**config.mk**
```make
export PLATFORM = sky130hd
export DESIGN_NAME = ssd_display_driver
export DESIGN_NICKNAME = d
export VERILOG_FILES = /design/src/rtl/ssd_display_driver.sv
export SDC_FILE = /design/constraint.sdc
export NUM_CORES = 1
export LEC_CHECK = 0
export BUFFER_PORTS_ARGS = -buffer_cell sky130_fd_sc_hd__buf_2
export CAP_MARGIN = 20
export CORE_AREA = 5 5 62 120
export DETAILED_ROUTE_END_ITERATION = 8
export DIE_AREA = 0 0 67 125
export PLACE_DENSITY = 0.84
export SYNTH_ARGS = -nofsm -noshare
export SYNTH_HDL_FRONTEND = slang
export SYNTH_SLANG_ARGS = --single-unit
```
**constraint.sdc**
```tcl
create_clock -name clk -period 2.4 [get_ports clk]
set_input_delay 0.72 -clock clk [delete_from_list [all_inputs] [get_ports clk]]
set_output_delay 0.72 -clock clk [all_outputs]
set_load 0.005 [all_outputs]
```
**src/rtl/ssd_display_driver.sv**
```systemverilog
// ssd_display_driver
//   Producer side of the seven-segment decoder interface. A load strobe
//   captures a 14-bit reaction time (ms) and a display mode. A sequential
//   shift-add-3 converter turns the time into BCD over 14 clocks. The four
//   resulting 5-bit display codes are then committed atomically and scanned
//   onto one shared code bus with active-low anode selects.
//
// Ports
//   clk    : system clock, rising edge
//   rst_n  : asynchronous active-low reset
//   load   : one-cycle strobe, accepted only while busy=0
//   value  : binary time in ms, 0..16383
//   mode   : 0 number, 1 "FAIL", 2 "IdLE", 3 all blank
//   blank  : level, forces all anodes off while high
//   busy   : high while a conversion is in progress (mirrors the FSM state)
//   done   : one-cycle pulse on the commit edge
//   bcd    : display code of the currently selected digit
//   an     : active-low anode selects, an[0] = units digit
//
// Handshake: load is a strobe with no back-pressure. It is consumed on a
// rising edge where busy=0 and dropped silently on an edge where busy=1.
// done pulses on the edge where busy falls.
module ssd_display_driver #(
  parameter int REFRESH_CYCLES = 100000,
  parameter int CNT_W          = 17
) (
  input  logic        clk,
  input  logic        rst_n,
  input  logic        load,
  input  logic [13:0] value,
  input  logic [1:0]  mode,
  input  logic        blank,
  output logic        busy,
  output logic        done,
  output logic [4:0]  bcd,
  output logic [3:0]  an
);

  localparam logic [4:0] C_F   = 5'd10;
  localparam logic [4:0] C_A   = 5'd11;
  localparam logic [4:0] C_I   = 5'd12;
  localparam logic [4:0] C_L   = 5'd13;
  localparam logic [4:0] C_E   = 5'd14;
  localparam logic [4:0] C_D   = 5'd15;
  localparam logic [4:0] C_OFF = 5'd16;
  localparam logic [4:0] C_ERR = 5'd31;

  localparam logic [CNT_W-1:0] CNT_LAST = CNT_W'(REFRESH_CYCLES - 1);

  typedef enum logic {
    S_IDLE = 1'b0,
    S_CONV = 1'b1
  } state_t;

  state_t state, state_nx;

  logic [29:0]      sh;        // [29:14] BCD nibbles, [13:0] binary
  logic [29:0]      sh_adj;
  logic [29:0]      sh_step;
  logic [3:0]       iter;
  logic [1:0]       mode_q;
  logic             ovf_q;     // latched value > 9999
  logic             accept;
  logic             commit;
  logic [3:0][4:0]  disp;      // disp[i] is shown on an[i]
  logic [3:0][4:0]  disp_nx;
  logic [CNT_W-1:0] cnt;
  logic [1:0]       idx;

  // One shift-add-3 step: correct each nibble, then shift the whole register.
  always_comb begin
    sh_adj = sh;
    for (int k = 0; k < 4; k++) begin
      if (sh[14 + 4*k +: 4] >= 4'd5) begin
        sh_adj[14 + 4*k +: 4] = sh[14 + 4*k +: 4] + 4'd3;
      end
    end
    sh_step = {sh_adj[28:0], 1'b0};
  end

  // FSM next state and strobes.
  always_comb begin
    state_nx = state;
    accept   = 1'b0;
    commit   = 1'b0;
    case (state)
      S_IDLE: begin
        if (load) begin
          accept   = 1'b1;
          state_nx = S_CONV;
        end
      end
      S_CONV: begin
        // The last iteration and the commit share one edge, so the result is
        // taken from sh_step rather than from the register.
        if (iter == 4'd1) begin
          commit   = 1'b1;
          state_nx = S_IDLE;
        end
      end
      default: state_nx = S_IDLE;
    endcase
  end

  // Display contents computed from the final BCD word and the latched mode.
  always_comb begin
    logic [3:0] b3, b2, b1, b0;
    b3 = sh_step[29:26];
    b2 = sh_step[25:22];
    b1 = sh_step[21:18];
    b0 = sh_step[17:14];
    disp_nx = {C_OFF, C_OFF, C_OFF, C_OFF};
    case (mode_q)
      2'd0: begin
        if (ovf_q) begin
          disp_nx = {C_ERR, C_ERR, C_ERR, C_ERR};
        end else begin
          // Leading-zero blanking; the units digit always shows.
          disp_nx[3] = (b3 == 4'd0) ? C_OFF : {1'b0, b3};
          disp_nx[2] = (b3 == 4'd0 && b2 == 4'd0) ? C_OFF : {1'b0, b2};
          disp_nx[1] = (b3 == 4'd0 && b2 == 4'd0 && b1 == 4'd0) ? C_OFF : {1'b0, b1};
          disp_nx[0] = {1'b0, b0};
        end
      end
      2'd1:    disp_nx = {C_F, C_A, C_I, C_L};
      2'd2:    disp_nx = {C_I, C_D, C_L, C_E};
      default: disp_nx = {C_OFF, C_OFF, C_OFF, C_OFF};
    endcase
  end

  always_ff @(posedge clk or negedge rst_n) begin
    if (!rst_n) begin
      state  <= S_IDLE;
      sh     <= '0;
      iter   <= '0;
      mode_q <= '0;
      ovf_q  <= 1'b0;
      done   <= 1'b0;
      disp   <= {C_OFF, C_OFF, C_OFF, C_OFF};
    end else begin
      state <= state_nx;
      done  <= commit;
      if (accept) begin
        sh     <= {16'd0, value};
        iter   <= 4'd14;
        mode_q <= mode;
        ovf_q  <= (value > 14'd9999);
      end else if (state == S_CONV) begin
        sh   <= sh_step;
        iter <= iter - 4'd1;
      end
      if (commit) begin
        disp <= disp_nx;
      end
    end
  end

  // Scan counter runs regardless of conversion or blanking.
  always_ff @(posedge clk or negedge rst_n) begin
    if (!rst_n) begin
      cnt <= '0;
      idx <= '0;
    end else if (cnt == CNT_LAST) begin
      cnt <= '0;
      idx <= idx + 2'd1;
    end else begin
      cnt <= cnt + 1'b1;
    end
  end

  assign busy = (state == S_CONV);
  assign bcd  = disp[idx];
  assign an   = blank ? 4'b1111 : ~(4'b0001 << idx);

endmodule
```
==> out/metrics.yaml, run 1 <==
clock_latency_ns: 0.34
worst_pin_slew_ns: 0.571
synth_top_flop_cell: "dfrtp_1"
syn_to_final_growth_pct: 13.7
grt_pass1_vias: 2933
pwr-share-seq_pct: 38.1
post-route-period-util_pct: 97.1
crit_fanout: 8
hold_viol: 0
p_sw_share_pct: 36.6
path_cells: "mux4_2 > buf_2"
grt_usage_pct: 21.8
clkSinkCount: 78
post_cts_buffers: 0
comb_power_share_pct: 37.1
synth_edf_count: 0
n_antenna_cell: 0
cp-start-kind: "flop"
synth_warnings: 0
initial_core_util_pct: 62.7
placed_cells: 516
nFillCells: 477
final_common_cell: "dfrtp_1"
gp_congestion: 0.840
cts_tree: "yes"
grt_pass1_wl_mm: 14.1
finClkSkew_ns: 0.00531
rsz0062_at_grt: "false"
final_cell_mix: "dfrtp_1, nand2_1, o21ai_0, buf_2"
crit_type: "flop to output pin"
arrival_ns: 1.61
crit_buf_inv: 1
fin_setup_tns_ns: 0
first_iter_violations: 213
die_w_um: 67
antenna_left: 0
synth_seq_area_share_pct: 48.3
cts_made_buffers: 9
grt-ovfl-total: 0
ios: 31
drcViolationCount: 0
power.static_leakage_nw: 2.13
finalWorstSetupSlack_ns: 0.0695
die_h_um: 125
min_period_ns: 2.33
finalInstanceArea_um2: 4610
drt-total-wl_mm: 8.17
maxCapViolCount: 0
synth-async-reset-ratio_pct: 100
hpwl_mm: 5.60
hold_class: "input port to asynchronous set/reset pin"
synth_cell_types: 44
ys_seq_elements: 78
viasPerCell: 5.63
intPower_mw: 3.56
r2r_cells: 7
status: "finished clean"
num_rows: 42
post_drt_wl_per_cell_um: 15.4
crit_path_top_delay_cell: "dfrtp_1"
clockBufferDepth: 2
slowest_delay_ns: 0.57
slew_headroom_pct: 61.9
cts_root_buffer: "clkbuf_16"
drive_above_1_share_pct: 15.5
p_clk_share_pct: 24.8
dr.pass1.iters: 4
finish.net_count: 476
p_sw_mw: 2.05
cts.clk_slew.worst_paths_ns: 0.06
timing.fmax_mhz: 429
portBuffers: 30
place_ws_ns: 0.422
grt_start_max_net_pins: 66
syn_inst: 410
placed_cell_area_um2: 4300
synth_area_um2: 4050
powerDensity_nw_per_um2: 1220
utilization_pct: 71.3
avgSynthCellArea_um2: 9.89
core_area_um2: 6460
vias: 2997
instances_no_fill: 532
htreeDepth: 3
cp_top_family: "flip-flops"
ir_drop_mv: 0.941
hold_buffers: 0
fp.dieArea_um2: 8380
total_power_mw: 5.61
cts.repair.resized: 0
cp_num_cells: 2
cp.required_ns: 1.68
finalMaxSlewViolations: 0
whs_ns: 0.318
critPathCaptureType: "output pin"
syn-num-nets: 447
setup_viol: 0
grt_antenna_before_repair: 0
-- final cells by class --
| cell class | instances | area [µm²] | share of cell area (%) |
|---|---|---|---|
| clock buffer | 13 | 270 | 5.86 |
| clock inverter | 3 | 42.5 | 0.923 |
| inverter | 17 | 63.8 | 1.38 |
| multi-input combinational | 297 | 1960 | 42.4 |
| sequential | 78 | 1960 | 42.5 |
| tap | 88 | 110 | 2.39 |
| timing repair buffer | 36 | 210 | 4.56 |
-- power by group through the flow --
stage | clock, mW | sequential, mW | combinational, mW
after floorplan | 0 | 2.03 | 1.58
after global placement | 0 | 2.13 | 1.97
after detailed placement | 0 | 2.14 | 2.06
after CTS | 1.41 | 2.13 | 2.10
after global routing | 1.47 | 2.20 | 2.37
final | 1.39 | 2.14 | 2.08
-- Yosys cell counts, types with 2 or more instances --
master    number  area, µm²
a211oi_1       2       15.0
a22oi_1        7       52.6
buf_2          2       10.0
nand4_1        4       25.0
nand3_1        9       45.0
a31oi_1        2       12.5
clkbuf_1      13       48.8
nand2b_1      21        131
or3_1          2       12.5
nor3b_1        3       22.5
dfrtp_1       74       1850
buf_1          2       7.51
dfstp_2        4        105
nand2_1       62        233
o21ai_0       41        205
o31ai_1        6       45.0
mux2i_1       23        230
xnor2_1       15        131
a21o_1         2       15.0
mux4_2         5        113
mux2_2         2       22.5
ha_1          17        213
o21ai_1        2       10.0
nor2_1        23       86.3
inv_1         17       63.8
o211ai_1       3       22.5
a21oi_1       14       70.1
nor4_1         2       12.5
nor3_1         5       25.0
xor2_1         7       61.3
nor2b_1        6       37.5
-- registers in the layout, summed over array words and instances, names as in the netlist --
signal,cells
idx,2
mode_q,2
iter,4
disp,20
busy,1
ovf_q,1
sh,30
done,1
cnt,17
-- kinds of logic after synthesis --
| logic type | count (synthesis) | synth area share (%) |
|---|---|---|
| AND/OR/NAND/NOR | 145 | 17.3 |
| buffers and inverters | 35 | 3.49 |
| XOR/XNOR | 22 | 4.75 |
| adder cells (fa/ha/maj) | 17 | 5.25 |
| AO/OA/AOI/OAI | 83 | 11.9 |
| flip-flops | 78 | 48.3 |
| multiplexers | 30 | 9.01 |
-- per-layer routing --
metal	up-vias	routed length, µm	track usage, %
met5	-	0	0
met4	0	162	9.09
met3	13	389	4.67
met2	70	4150	34.7
met1	1438	3470	28.4
li1	1476	-	-
-- worst paths after layout --
path	slack, ns	endpoint	from
worst max-delay path	0.07	bcd[4]	idx[0]$_DFFE_PN0N_
worst min-delay path	0.32	sh[20]$_DFFE_PN0P_	rst_n
worst max register to register	0.47	disp[9]$_DFFE_PN1P_	sh[22]$_DFFE_PN0P_
worst min register to register	0.47	disp[4]$_DFFE_PN1P_	disp[4]$_DFFE_PN1P_
max in group asynchronous	1.50	disp[14]$_DFFE_PN1P_	rst_n
min in group clk	0.47	disp[4]$_DFFE_PN1P_	disp[4]$_DFFE_PN1P_
(Power assumes the default switching activity.)
==> inputs of run 2 (changes only) <==
--- a/config.mk
+++ b/config.mk
@@ -11,6 +11,8 @@
 export DETAILED_ROUTE_END_ITERATION = 8
 export DIE_AREA = 0 0 67 125
 export PLACE_DENSITY = 0.84
+export RECOVER_POWER = 25
+export SKIP_CTS_REPAIR_TIMING = 1
 export SYNTH_ARGS = -nofsm -noshare
 export SYNTH_HDL_FRONTEND = slang
 export SYNTH_SLANG_ARGS = --single-unit
==> run 2 against run 1 <==
  * Die area stayed put
  * Critical endpoint unchanged
  * Sequential share of layout area is 0.14 points higher
  * Fmax is 0.16% higher
  * Critical path depth stayed put
  * Worst hold slack worse by 0.0064 ns
  * Via count hardly changed
  * Cell count stayed put
==> out/metrics.yaml, run 2 (synthesis results as in run 1) <==
status: "finished clean"
grt_antenna_before_repair: 0
r2r_cells: 7
final_cell_mix: "dfrtp_1, nand2_1, o21ai_0, buf_2"
cp-start-kind: "flop"
viasPerCell: 5.63
finalInstanceArea_um2: 4600
placed_cell_area_um2: 4300
final_common_cell: "dfrtp_1"
initial_core_util_pct: 62.7
post-route-period-util_pct: 96.9
hold_class: "input port to asynchronous set/reset pin"
drive_above_1_share_pct: 15.5
rsz0062_at_grt: "false"
finish.net_count: 476
slew_headroom_pct: 45.7
worst_pin_slew_ns: 0.814
cp.required_ns: 1.68
hpwl_mm: 5.60
crit_type: "flop to output pin"
grt_usage_pct: 21.8
maxCapViolCount: 0
clock_latency_ns: 0.33
crit_fanout: 8
core_area_um2: 6460
top_regs: "sh (30), disp (20), cnt (17)"
die_h_um: 125
first_iter_violations: 233
dr.pass1.iters: 4
n_antenna_cell: 0
grt_pass1_wl_mm: 14.1
post_drt_wl_per_cell_um: 15.3
multi_input_area_um2: 1960
arrival_ns: 1.61
num_rows: 42
total_power_mw: 5.60
cts_made_buffers: 9
portBuffers: 30
antenna_left: 0
finClkSkew_ns: 0.00436
power.static_leakage_nw: 2.12
clockBufferDepth: 2
critPathCaptureType: "output pin"
worstReg2RegStart: "sh[23]$_DFFE_PN0P_"
die_w_um: 67
finalMaxSlewViolations: 0
fp.dieArea_um2: 8380
vias: 2995
top_register: "sh"
cts_tree: "yes"
grt-ovfl-total: 0
register_area_um2: 1960
drcViolationCount: 0
syn_to_final_growth_pct: 13.4
cts.clk_slew.worst_paths_ns: 0.06
ir_drop_mv: 0.936
htreeDepth: 3
powerDensity_nw_per_um2: 1220
whs_ns: 0.311
gp_congestion: 0.840
hold_viol: 0
min_period_ns: 2.33
setup_viol: 0
startpoint: "idx[0]$_DFFE_PN0N_"
largest_reg_flops: 30
fin_setup_tns_ns: 0
clkSinkCount: 78
cts_root_buffer: "clkbuf_16"
grt_start_max_net_pins: 66
drt-total-wl_mm: 8.13
timing.fmax_mhz: 430
ios: 31
nFillCells: 479
grt_pass1_vias: 2933
[run 2: area by class of cell]
cell class	instances	area share [%]
Sequential cell	78	42.6
Multi-Input combinational cell	297	42.6
Clock buffer	13	5.88
Timing Repair Buffer	36	4.25
Tap cell	88	2.40
Inverter	17	1.39
Clock inverter	3	0.926
[run 2: report_power, final]
| part | internal [mW] | switching (mW) | total, mW | leakage [nW] |
|---|---|---|---|---|
| logic | 0.881 | 1.19 | 2.07 | 0.987 |
| registers | 1.78 | 0.354 | 2.14 | 0.983 |
| clock network | 0.888 | 0.499 | 1.39 | 0.152 |
[run 2: worst paths after layout]
check	endpoint	slack, ns
worst min register to register	disp[4]$_DFFE_PN1P_	0.47
worst max register to register	disp[9]$_DFFE_PN1P_	0.46
min in group clk	disp[4]$_DFFE_PN1P_	0.47
max in group asynchronous	cnt[14]$_DFF_PN0_	0.95
worst min-delay path	sh[24]$_DFFE_PN0P_	0.31
worst max-delay path	bcd[4]	0.07
[run 2: per-layer routing]
layer	wire length (µm)	share of wire, %	global-route usage [%]	up-vias
li1	-	-	-	1476
met1	3460	43	28.4	1434
met2	4120	51	34.7	72
met3	377	4.6	4.67	13
met4	174	2.1	9.09	0
met5	0	0	0	-
[run 2: worst max-delay path, stage by stage (launching register included)]
cell and delay (ns):
dfrtp_1 0.57, mux4_2 0.56, buf_2 0.15
[run 2: through the flow]
stage                     utilization (%)  instances  setup WS (ns)
after global routing                 71.1        532         0.0106
after global placement               66.5        516          0.453
final                                71.1        532         0.0732
after floorplan                         -        410          0.462
after CTS                            71.3        532         0.0465
after detailed placement             66.5        516          0.422
==> inputs of run 3 (changes only) <==
--- a/config.mk
+++ b/config.mk
@@ -5,12 +5,13 @@
 export SDC_FILE = /design/constraint.sdc
 export NUM_CORES = 1
 export LEC_CHECK = 0
+export ABC_AREA = 1
 export BUFFER_PORTS_ARGS = -buffer_cell sky130_fd_sc_hd__buf_2
 export CAP_MARGIN = 20
-export CORE_AREA = 5 5 62 120
+export CORE_AREA = 5 5 63 121
 export DETAILED_ROUTE_END_ITERATION = 8
-export DIE_AREA = 0 0 67 125
-export PLACE_DENSITY = 0.84
+export DIE_AREA = 0 0 68 126
+export PLACE_DENSITY = 0.83
 export RECOVER_POWER = 25
 export SKIP_CTS_REPAIR_TIMING = 1
 export SYNTH_ARGS = -nofsm -noshare
==> run 3 against run 2 <==
  * Global-route usage increased by 3.0 points
  * Worst hold slack better by 0.16 ns
  * Register-to-register slack gained 0.23 ns
  * Fmax increased by 3.5%
  * Design area rose by 2.2%
  * Cell count rose by 20%
  * Highest routed layer unchanged
  * Critical path depth rose by 4
  * Clock power decreased by 5%
  * Sequential cell count unchanged
  * Sequential share of layout area down 0.90 points
==> out/metrics.yaml, run 3 <==
status: "finished clean"
arrival_ns: 1.53
min_period_ns: 2.25
synth_fa_ha_area_share_pct: 5.14
syn_to_final_growth_pct: 13.4
clkSinkCount: 78
hold_viol: 0
synth_xor_area_share_pct: 1.90
grt_pass1_wl_mm: 16.3
synth_top_area_cell: "dfrtp_1"
synth_compound_area_share_pct: 14.5
viasPerCell: 5.57
placed_cells: 622
grt_antenna_before_repair: 0
finalInstanceArea_um2: 4690
crit_path_top_delay_cell: "dfrtp_2"
cp.required_ns: 1.68
largest_reg_flops: 30
core_area_um2: 6570
htreeDepth: 3
drive_above_1_share_pct: 13.8
final_common_cell: "nand2_1"
slew_headroom_pct: 23.8
cp-start-kind: "flop"
worst_pin_slew_ns: 1.14
critPathCaptureType: "output pin"
synth_top_family_by_area: "simple AND/OR/NAND/NOR gates"
cts.clk_slew.worst_paths_ns: 0.05
vias: 3558
final_cell_mix: "nand2_1, dfrtp_1, inv_1, nor2_1, o21ai_0"
first_iter_violations: 211
die_h_um: 126
crit_top_cell: "o21ai_0"
n_antenna_cell: 0
path_cells: "clkinvlp_4 > buf_4 > a21oi_1 > o21ai_0 > o21ai_0 > buf_2"
synth_edf_count: 0
powerDensity_nw_per_um2: 1190
grt_pass1_vias: 3680
finalMaxSlewViolations: 0
yosys.area_share.simple_pct: 23.1
dr.pass1.iters: 5
rsz0062_at_grt: "false"
synth_cell_types: 36
grt_usage_pct: 24.9
portBuffers: 30
synth-async-reset-ratio_pct: 100
synth_seq_area_share_pct: 47.3
nFillCells: 489
slowest_delay_ns: 0.47
instances_no_fill: 639
grt_start_max_net_pins: 24
placed_cell_area_um2: 4400
crit_type: "flop to output pin"
die_w_um: 68
whs_ns: 0.471
clock_latency_ns: 0.33
avgSynthCellArea_um2: 8.13
syn_inst: 509
utilization_pct: 71.5
cts_root_buffer: "clkbuf_16"
yosys-top-cells-area: "dfrtp_1, nand2_1, inv_1"
r2r_setup_slack_ns: 0.69
fp.dieArea_um2: 8570
ys_top_cells_by_count: "nand2_1, dfrtp_1, inv_1, nor2_1, o21ai_0"
ios: 31
post-route-period-util_pct: 93.6
timing.fmax_mhz: 445
hold_class: "flop to flop"
antenna_left: 0
yosysMostFrequentCell: "nand2_1"
crit_fanout: 15
power.static_leakage_nw: 2.36
cts_tree: "yes"
ys_seq_elements: 78
muxShareOfSynthArea_pct: 0
finClkSkew_ns: 0.00503
synth_area_um2: 4140
drt-total-wl_mm: 9.38
maxCapViolCount: 0
total_power_mw: 5.58
finish.net_count: 583
place_ws_ns: 0.407
top_register: "sh"
fin_setup_tns_ns: 0
syn-num-nets: 546
grt-ovfl-total: 0
drcViolationCount: 0
hpwl_mm: 7.07
post_drt_wl_per_cell_um: 14.7
num_rows: 42
synth_top_area_share_pct: 44.7
finalWorstSetupSlack_ns: 0.153
synth_top_flop_cell: "dfrtp_1"
ir_drop_mv: 0.891
initial_core_util_pct: 63.0
cts_made_buffers: 9
top_regs: "sh (30), disp (20), cnt (17)"
setup_viol: 0
clockBufferDepth: 2
synth_warnings: 0
gp_congestion: 0.879
[run 3: layout make-up]
type	instances	area, µm²	share of cell area [%]
well taps	88	110	2.35
repair buffers	37	196	4.18
inverters	75	287	6.10
flip-flops and latches	78	1960	41.7
clock inverters	4	47.5	1.01
clock buffers	12	246	5.25
multi-input cells	345	1850	39.4
[run 3: cells by family after synthesis]
family / after synthesis
AOI/OAI and AO/OA: 105
and+or+nand+nor: 214
adders and majority gates: 17
buffers and inverters: 86
xor gates and xnor gates: 9
DFF: 78
[run 3: final timing paths]
kind                       cells past startpoint                   to                 from
setup / recovery                               6               bcd[1]   idx[0]$_DFFE_PN0N_
hold / removal                                 2  disp[9]$_DFFE_PN1P_  disp[9]$_DFFE_PN1P_
setup reg to reg                               6  disp[3]$_DFFE_PN0P_       busy$_DFF_PN0_
hold reg to reg                                2  disp[9]$_DFFE_PN1P_  disp[9]$_DFFE_PN1P_
max in group asynchronous                      2   idx[0]$_DFFE_PN0N_                rst_n
min in group asynchronous                      1   sh[24]$_DFFE_PN0P_                rst_n
[run 3: report_power, final]
part | internal [mW] | switching [mW]
registers | 1.78 | 0.325
clock network | 0.829 | 0.493
logic | 0.752 | 1.40
total | 3.37 | 2.22
[run 3: per-layer routing]
layer	vias to the layer above	GRT usage [%]	share of wire [%]	wire length, µm
met5	-	0	0	0
met4	0	13.7	3.8	357
met3	29	4.90	3.5	331
met2	86	42.7	56	5270
met1	1701	27.5	36	3420
li1	1742	-	-	-
[run 3: critical path: cells and delay by family (launching register included)]
family,cells,cell delay (ns)
compound gates,3,0.29
flops,1,0.47
buf+inv,3,0.42
